[config.mk]
export PLATFORM = sky130hd
export DESIGN_NAME = decode_stage
export DESIGN_NICKNAME = d
export VERILOG_FILES = /design/src/rtl/decode_stage.sv
export SDC_FILE = /design/constraint.sdc
export NUM_CORES = 1
export LEC_CHECK = 0
export CAP_MARGIN = 40
export CELL_PAD_IN_SITES_DETAIL_PLACEMENT = 2
export CELL_PAD_IN_SITES_GLOBAL_PLACEMENT = 2
export CORE_ASPECT_RATIO = 0.6
export CORE_MARGIN = 1
export CORE_UTILIZATION = 39
export DETAILED_ROUTE_END_ITERATION = 6
export HOLD_SLACK_MARGIN = 0.15
export PLACE_DENSITY_LB_ADDON = 0.1
export SLEW_MARGIN = 20
export SYNTH_ARGS = -nofsm -noshare
export SYNTH_HDL_FRONTEND = slang
export SYNTH_SLANG_ARGS = --single-unit
[constraint.sdc]
create_clock -name clk -period 9.17 [get_ports clk]
set_input_delay 0.917 -clock clk [delete_from_list [all_inputs] [get_ports clk]]
set_output_delay 0.917 -clock clk [all_outputs]
set_load 0.1 [all_outputs]
[src/rtl/decode_stage.sv]
// RV32I decode stage: field slicer, control decoder and immediate generator behind a valid/ready register.
// Latency: one cycle from accept to out_*; out_valid additionally gated by the load-use hazard.
// Backpressure: SKID=1 gives registered in_ready via a one-entry skid; SKID=0 gives combinational in_ready.
module decode_stage #(
    parameter int XLEN         = 32,
    parameter int SKID         = 1,
    parameter int ILLEGAL_TRAP = 1
) (
    input  logic            clk,
    input  logic            rst,
    input  logic            in_valid,
    output logic            in_ready,
    input  logic [31:0]     in_instr,
    input  logic [XLEN-1:0] in_pc,
    input  logic            flush,
    input  logic            ex_load_valid,
    input  logic [4:0]      ex_load_rd,
    output logic            out_valid,
    input  logic            out_ready,
    output logic [XLEN-1:0] out_pc,
    output logic [4:0]      out_rd,
    output logic [4:0]      out_rs1,
    output logic [4:0]      out_rs2,
    output logic [2:0]      out_funct3,
    output logic            out_funct7b5,
    output logic [XLEN-1:0] out_imm,
    output logic            out_regWrite,
    output logic            out_MemRead,
    output logic            out_MemWrite,
    output logic            out_ALUSrc,
    output logic            out_Branch,
    output logic            out_Jump,
    output logic            out_JAL,
    output logic            out_JALR,
    output logic [1:0]      out_ALUOp,
    output logic [2:0]      out_ImmSrc,
    output logic [1:0]      out_wb_sel,
    output logic            out_rs1_used,
    output logic            out_rs2_used,
    output logic            out_illegal
);

    typedef struct packed {
        logic [XLEN-1:0] pc;
        logic [4:0]      rd;
        logic [4:0]      rs1;
        logic [4:0]      rs2;
        logic [2:0]      funct3;
        logic            funct7b5;
        logic [XLEN-1:0] imm;
        logic            regwrite;
        logic            memread;
        logic            memwrite;
        logic            alusrc;
        logic            branch;
        logic            jump;
        logic            jal;
        logic            jalr;
        logic [1:0]      aluop;
        logic [2:0]      immsrc;
        logic [1:0]      wb_sel;
        logic            rs1_used;
        logic            rs2_used;
        logic            illegal;
    } dec_t;

    localparam logic [6:0] OP_R      = 7'b0110011;
    localparam logic [6:0] OP_IALU   = 7'b0010011;
    localparam logic [6:0] OP_LOAD   = 7'b0000011;
    localparam logic [6:0] OP_STORE  = 7'b0100011;
    localparam logic [6:0] OP_BRANCH = 7'b1100011;
    localparam logic [6:0] OP_JAL    = 7'b1101111;
    localparam logic [6:0] OP_JALR   = 7'b1100111;
    localparam logic [6:0] OP_LUI    = 7'b0110111;
    localparam logic [6:0] OP_AUIPC  = 7'b0010111;

    dec_t        dec;
    dec_t        main_q;
    dec_t        skid_q;
    logic        reg_valid;
    logic        skid_valid;
    logic [31:0] imm32;
    logic        haz;
    logic        drain;
    logic        accept;

    // Every legal opcode ends in 2'b11, so malformed low bits fall into the default arm.
    always_comb begin
        dec          = '0;
        imm32        = '0;
        dec.pc       = in_pc;
        dec.rd       = in_instr[11:7];
        dec.rs1      = in_instr[19:15];
        dec.rs2      = in_instr[24:20];
        dec.funct3   = in_instr[14:12];
        dec.funct7b5 = in_instr[30];
        case (in_instr[6:0])
            OP_R: begin
                dec.regwrite = 1'b1; dec.aluop = 2'b10; dec.immsrc = 3'd7;
                dec.rs1_used = 1'b1; dec.rs2_used = 1'b1;
            end
            OP_IALU: begin
                dec.regwrite = 1'b1; dec.alusrc = 1'b1; dec.aluop = 2'b10; dec.immsrc = 3'd0;
                dec.rs1_used = 1'b1;
                imm32 = {{20{in_instr[31]}}, in_instr[31:20]};
            end
            OP_LOAD: begin
                dec.regwrite = 1'b1; dec.alusrc = 1'b1; dec.memread = 1'b1; dec.wb_sel = 2'd1;
                dec.immsrc = 3'd0; dec.rs1_used = 1'b1;
                imm32 = {{20{in_instr[31]}}, in_instr[31:20]};
            end
            OP_STORE: begin
                dec.alusrc = 1'b1; dec.memwrite = 1'b1; dec.immsrc = 3'd1;
                dec.rs1_used = 1'b1; dec.rs2_used = 1'b1;
                imm32 = {{20{in_instr[31]}}, in_instr[31:25], in_instr[11:7]};
            end
            OP_BRANCH: begin
                dec.branch = 1'b1; dec.aluop = 2'b01; dec.immsrc = 3'd2;
                dec.rs1_used = 1'b1; dec.rs2_used = 1'b1;
                imm32 = {{19{in_instr[31]}}, in_instr[31], in_instr[7], in_instr[30:25],
                         in_instr[11:8], 1'b0};
            end
            OP_JAL: begin
                dec.regwrite = 1'b1; dec.alusrc = 1'b1; dec.jump = 1'b1; dec.jal = 1'b1;
                dec.wb_sel = 2'd2; dec.immsrc = 3'd4;
                imm32 = {{11{in_instr[31]}}, in_instr[31], in_instr[19:12], in_instr[20],
                         in_instr[30:21], 1'b0};
            end
            OP_JALR: begin
                dec.regwrite = 1'b1; dec.alusrc = 1'b1; dec.jump = 1'b1; dec.jalr = 1'b1;
                dec.wb_sel = 2'd2; dec.immsrc = 3'd0; dec.rs1_used = 1'b1;
                imm32 = {{20{in_instr[31]}}, in_instr[31:20]};
            end
            OP_LUI: begin
                dec.regwrite = 1'b1; dec.alusrc = 1'b1; dec.aluop = 2'b11; dec.immsrc = 3'd3;
                imm32 = {in_instr[31:12], 12'b0};
            end
            OP_AUIPC: begin
                dec.regwrite = 1'b1; dec.alusrc = 1'b1; dec.immsrc = 3'd3;
                imm32 = {in_instr[31:12], 12'b0};
            end
            default: dec.illegal = (ILLEGAL_TRAP != 0);
        endcase
        dec.imm = XLEN'($signed(imm32));
    end

    assign haz = reg_valid && ex_load_valid && (ex_load_rd != 5'd0) &&
                 ((main_q.rs1_used && (main_q.rs1 == ex_load_rd)) ||
                  (main_q.rs2_used && (main_q.rs2 == ex_load_rd)));

    assign out_valid = reg_valid && !haz;
    assign drain     = out_valid && out_ready;
    assign in_ready  = (SKID != 0) ? !skid_valid : (!reg_valid || drain);
    assign accept    = in_valid && in_ready && !flush;

    always_ff @(posedge clk or posedge rst) begin
        if (rst) begin
            reg_valid  <= 1'b0;
            skid_valid <= 1'b0;
            main_q     <= '0;
            skid_q     <= '0;
        end else if (flush) begin
            reg_valid  <= 1'b0;
            skid_valid <= 1'b0;
        end else if (SKID != 0) begin
            // A full skid forces in_ready low, so drain-with-skid never coincides with accept.
            if (drain) begin
                if (skid_valid) begin
                    main_q     <= skid_q;
                    skid_valid <= 1'b0;
                end else if (accept) begin
                    main_q <= dec;
                end else begin
                    reg_valid <= 1'b0;
                end
            end else if (accept) begin
                if (reg_valid) begin
                    skid_q     <= dec;
                    skid_valid <= 1'b1;
                end else begin
                    main_q    <= dec;
                    reg_valid <= 1'b1;
                end
            end
        end else begin
            if (accept) begin
                main_q    <= dec;
                reg_valid <= 1'b1;
            end else if (drain) begin
                reg_valid <= 1'b0;
            end
        end
    end

    assign out_pc       = main_q.pc;
    assign out_rd       = main_q.rd;
    assign out_rs1      = main_q.rs1;
    assign out_rs2      = main_q.rs2;
    assign out_funct3   = main_q.funct3;
    assign out_funct7b5 = main_q.funct7b5;
    assign out_imm      = main_q.imm;
    assign out_regWrite = main_q.regwrite;
    assign out_MemRead  = main_q.memread;
    assign out_MemWrite = main_q.memwrite;
    assign out_ALUSrc   = main_q.alusrc;
    assign out_Branch   = main_q.branch;
    assign out_Jump     = main_q.jump;
    assign out_JAL      = main_q.jal;
    assign out_JALR     = main_q.jalr;
    assign out_ALUOp    = main_q.aluop;
    assign out_ImmSrc   = main_q.immsrc;
    assign out_wb_sel   = main_q.wb_sel;
    assign out_rs1_used = main_q.rs1_used;
    assign out_rs2_used = main_q.rs2_used;
    assign out_illegal  = main_q.illegal;

endmodule

==> Implementation_results.wiki <==
{| class="wikitable"
! Metric !! Value
|-
| Power Internal || slightly below 2 mW
|-
| H-tree levels || 1
|-
| Result of the run || finished clean
|-
| Net Switching || approximately 1.3 mW
|-
| Starting Density || 40.5%
|-
| Number of buffers and inverters on the critical path || 3
|-
| Filler Cell Count || slightly below 2000
|-
| Yosys warning count || 0
|-
| DRC viols || 0
|-
| Type of element launching the critical path || primary input
|-
| CP Data Required Time || between 8000 and 9000 ps
|-
| Y dimension of the die || ~120 µm
|-
| Fraction of power spent switching nets || between 30 and 40%
|-
| Sum of internal, switching and leakage power || 3.22 mW
|-
| CP Capture Type || output port
|-
| Number of buffers created by CTS || 21
|-
| Average size of a mapped cell || 14.3 µm²
|-
| Standard cell with the maximum stage delay on the critical path || sky130_fd_sc_hd__clkdlybuf4s50_1
|-
| Root buf cell || sky130_fd_sc_hd__clkbuf_16
|-
| Vias per inst || between 5 and 6
|-
| First-pass GRT wire length || 54700 µm
|-
| Distinct cell type count of the synthesized netlist || between 40 and 50
|-
| Final core utilization || between 60% and 70%
|-
| Synthesized cell area || ~0.0095 mm²
|-
| Cell type group with the largest total delay on the critical path || buffers and inverters
|-
| Aggregate global-route resource usage || around 30%
|-
| Post-synthesis async set-or-reset flop share || 100%
|-
| Number of clock sinks || between 200 and 250
|-
| Most used standard cells in the synthesized netlist || sky130_fd_sc_hd__mux2_2, sky130_fd_sc_hd__dfrtp_1, sky130_fd_sc_hd__buf_2
|-
| Data arrival time of the critical path || between 3000 and 4000 ps
|-
| Number of nets in the finished design || slightly above 1000
|-
| Setup Skew || roughly 28 ps
|-
| Remaining max-slew budget at the tightest pin || 44.0%
|-
| Via count || 7023
|-
| Worst slew pin tran || 837 ps
|-
| Total setup violations reported at the end of the flow || 0
|-
| Leak Pwr || 6.49 nW
|-
| Ratio of cells with drive above 1 in the final layout || 48.5%
|-
| HPWL Detailed || approximately 23000 µm
|-
| Highest Clock Rate || between 0.2 and 0.25 GHz
|-
| Clock input transition at the sequential cells of the worst setup and hold paths || 70 ps
|-
| Sequential fraction of design power || between 30% and 40%
|-
| Core outline area || 0.0235 mm²
|-
| Number of detailed-route iterations in the first pass || 4
|-
| Count of cells resized by post-cts repair || 0
|-
| IR drop worst, VDD || ~160 µV
|-
| Fin cells || ~1300
|-
| Post-layout minimum cycle time || around 4700 ps
|-
| Detail Route Antenna Nets || 0
|-
| Area share of the leading cell type in the synthesized netlist || roughly 53%
|-
| Clock latency of the later-clocked register in the worst-skew pair || between 500 and 600 ps
|-
| Maximum buffer depth of the clock tree || 3
|-
| Critical path's most frequent cell || sky130_fd_sc_hd__clkdlybuf4s50_1
|-
| Chip width || slightly above 200 µm
|-
| Cell taking the most area after synthesis || sky130_fd_sc_hd__dfrtp_1
|-
| Share of power burned in combinational logic || between 30 and 40%
|-
| Post-synthesis cell count || around 660
|-
| Total routed wirelength || slightly above 40000 µm
|-
| Part of the Yosys area used for sequential elements || between 50% and 60%
|-
| Number of global-route vias before repair || roughly 8000
|-
| Total count of hold-check failures in the final report || 0
|-
| Final clock period utilization by the worst path || between 50% and 60%
|-
| Largest fanout on the critical path || 3
|-
| Aggregate global routing overflow || 0
|-
| Hold_buf cts || 0
|-
| Placed insts || around 1200
|-
| Synth area leaders || sky130_fd_sc_hd__dfrtp_1, sky130_fd_sc_hd__mux2_2, sky130_fd_sc_hd__buf_2
|-
| Most frequently used cell type in the post-synthesis netlist || sky130_fd_sc_hd__mux2_2
|-
| Die Area || between 0.02 and 0.025 mm²
|-
| Delay of the slowest cell on the worst path || around 560 ps
|-
| Syn Nets || between 700 and 800
|-
| Post-CTS setup buffer count || 0
|-
| Detail-routed net length per standard cell || 32.6 µm
|-
| Number of I/O port buffers || between 150 and 200
|-
| Synth Register Bits || 202
|-
| CTS tree || done
|-
| Placement-stage worst setup slack || 4480 ps
|-
| Top Ports || between 150 and 200
|-
| Row Count || 43
|-
| Worst min-delay path category || reg2reg
|-
| RePlAce Congestion || 0.779
|-
| Number of antenna violations at the first check in global routing || 6
|-
| Pins Over Slew Limit || 0
|-
| Post-synth EDFFs || 0
|-
| Clock share of power || 26.5%
|-
| Unrepaired setup endpoints after global routing || no
|-
| Count of routing violations after the opening detailed-route iteration || 251
|-
| Min setup slack post-route || ~4400 ps
|-
| Maximum Capacitance Violations || 0
|-
| PD cells || around 230 mW/mm²
|-
| Main synth FF type || sky130_fd_sc_hd__dfrtp_1
|-
| Setup TNS || 0 ps
|-
| Area growth from synthesis to layout || 49.7%
|-
| Area occupied by registers || a little over 0.005 mm²
|-
| Critical-path cell list || clkdlybuf4s50_1, xor2_1, nor4_1, a32oi_1, or2_2, and2_1, clkdlybuf4s50_1, buf_16
|-
| Maximum number of pins on one net before global-route repair || between 70 and 80
|-
| CP Class || in2out
|-
| Area used by multi-input combinational logic || around 0.0042 mm²
|}
## cells by family (layout without fill, tap and decap cells)
logic type | count (synthesis) | count (layout) | synth area share (%)
mux | 301 | 301 | 35.7
flops | 202 | 202 | 53.3
compound gates | 55 | 55 | 4.22
simple gates | 48 | 48 | 2.77
buf+inv | 46 | 337 | 3.03
xor+xnor | 11 | 11 | 1.02
other cells | 0 | 3 | 0
## area by class of cell
cell class | count | area share (%)
multi-input combinational | 415 | 29.5
tap | 315 | 2.77
clock buffer | 30 | 4.15
inverter | 6 | 0.211
sequential | 202 | 35.6
antenna | 3 | 0.0528
timing repair buffer | 294 | 27.4
clock inverter | 7 | 0.291
## final timing paths
kind                                        start                      to  depth (start not counted)  slack [ps]
hold / removal             out_pc[15]$_DFFE_PP0P_  out_pc[15]$_DFFE_PP0P_                          1         510
setup reg to reg           out_rs1[4]$_DFFE_PP0P_  skid_q[64]$_DFFE_PP0P_                          7        5300
hold reg to reg            out_pc[15]$_DFFE_PP0P_  out_pc[15]$_DFFE_PP0P_                          1         510
max in group asynchronous                     rst  out_rs2[3]$_DFFE_PP0P_                          4        7120
setup / recovery                    ex_load_rd[4]               out_valid                          8        4440
min in group asynchronous                     rst  skid_q[41]$_DFFE_PP0P_                          2         870
## metrics by stage
step,hold WS (ps),area (µm²)
floorplan,475,9490
global placement,483,11500
detailed placement,494,13500
CTS,510,14200
global route,530,14200
finish,511,14200
## routing by layer
layer  wire length (µm)  GRT usage (%)  up-vias  part of all wire, %
li1                   -              -     2957                    -
met1              16300           36.5     3764                   39
met2              22000           54.8      218                   53
met3               1960           4.73       84                  4.7
met4               1280           9.26        0                  3.1
met5                  0              0        -                    0
## power by group through the flow
stage | clock network [mW] | logic, mW | registers, mW
after floorplan | 0 | 0.204 | 1.56
after global placement | 0 | 0.875 | 1.11
after detailed placement | 0 | 1.18 | 1.13
after CTS | 0.846 | 1.21 | 1.13
after global routing | 0.890 | 1.25 | 1.15
final | 0.853 | 1.22 | 1.14
## registers in the layout, summed over array words and instances, names as in the netlist, 2 cells and up
register    flops
skid_q        100
out_imm        32
out_pc         32
out_rd          5
out_rs1         5
out_rs2         5
out_ImmSrc      3
out_funct3      3
out_ALUOp       2
out_wb_sel      2
## worst register-to-register path: cells and delay by family (launching register included)
kind                   cells  cell delay [ps]
flip-flops                 1              440
AO/OA/AOI/OAI              2              870
AND/OR/NAND/NOR            2             1150
buffers and inverters      1              640
XOR/XNOR                   1              200
multiplexers               1              460
## layout by cell type, fill, tap and decap left out, types with 3 or more instances in the layout
master and n:
sky130_fd_sc_hd__mux2_2 300, sky130_fd_sc_hd__dfrtp_1 202, sky130_fd_sc_hd__clkdlybuf4s50_1 177, sky130_fd_sc_hd__buf_8 71
sky130_fd_sc_hd__buf_16 35, sky130_fd_sc_hd__clkbuf_16 21, sky130_fd_sc_hd__a21o_1 14, sky130_fd_sc_hd__nor2_1 9
sky130_fd_sc_hd__buf_4 9, sky130_fd_sc_hd__xor2_1 8, sky130_fd_sc_hd__a21oi_1 8, sky130_fd_sc_hd__nor2b_1 7
sky130_fd_sc_hd__o21ai_0 7, sky130_fd_sc_hd__nand2_1 7, sky130_fd_sc_hd__a21o_2 7, sky130_fd_sc_hd__clkbuf_1 6
sky130_fd_sc_hd__inv_1 5, sky130_fd_sc_hd__clkinv_2 5, sky130_fd_sc_hd__nand2b_1 4, sky130_fd_sc_hd__a22o_1 4
sky130_fd_sc_hd__diode_2 3, sky130_fd_sc_hd__nor4_1 3, sky130_fd_sc_hd__xnor2_1 3, sky130_fd_sc_hd__and2_1 3
sky130_fd_sc_hd__nor3_1 3, sky130_fd_sc_hd__o31ai_1 3, sky130_fd_sc_hd__clkbuf_8 3
(Power assumes the default switching activity.)
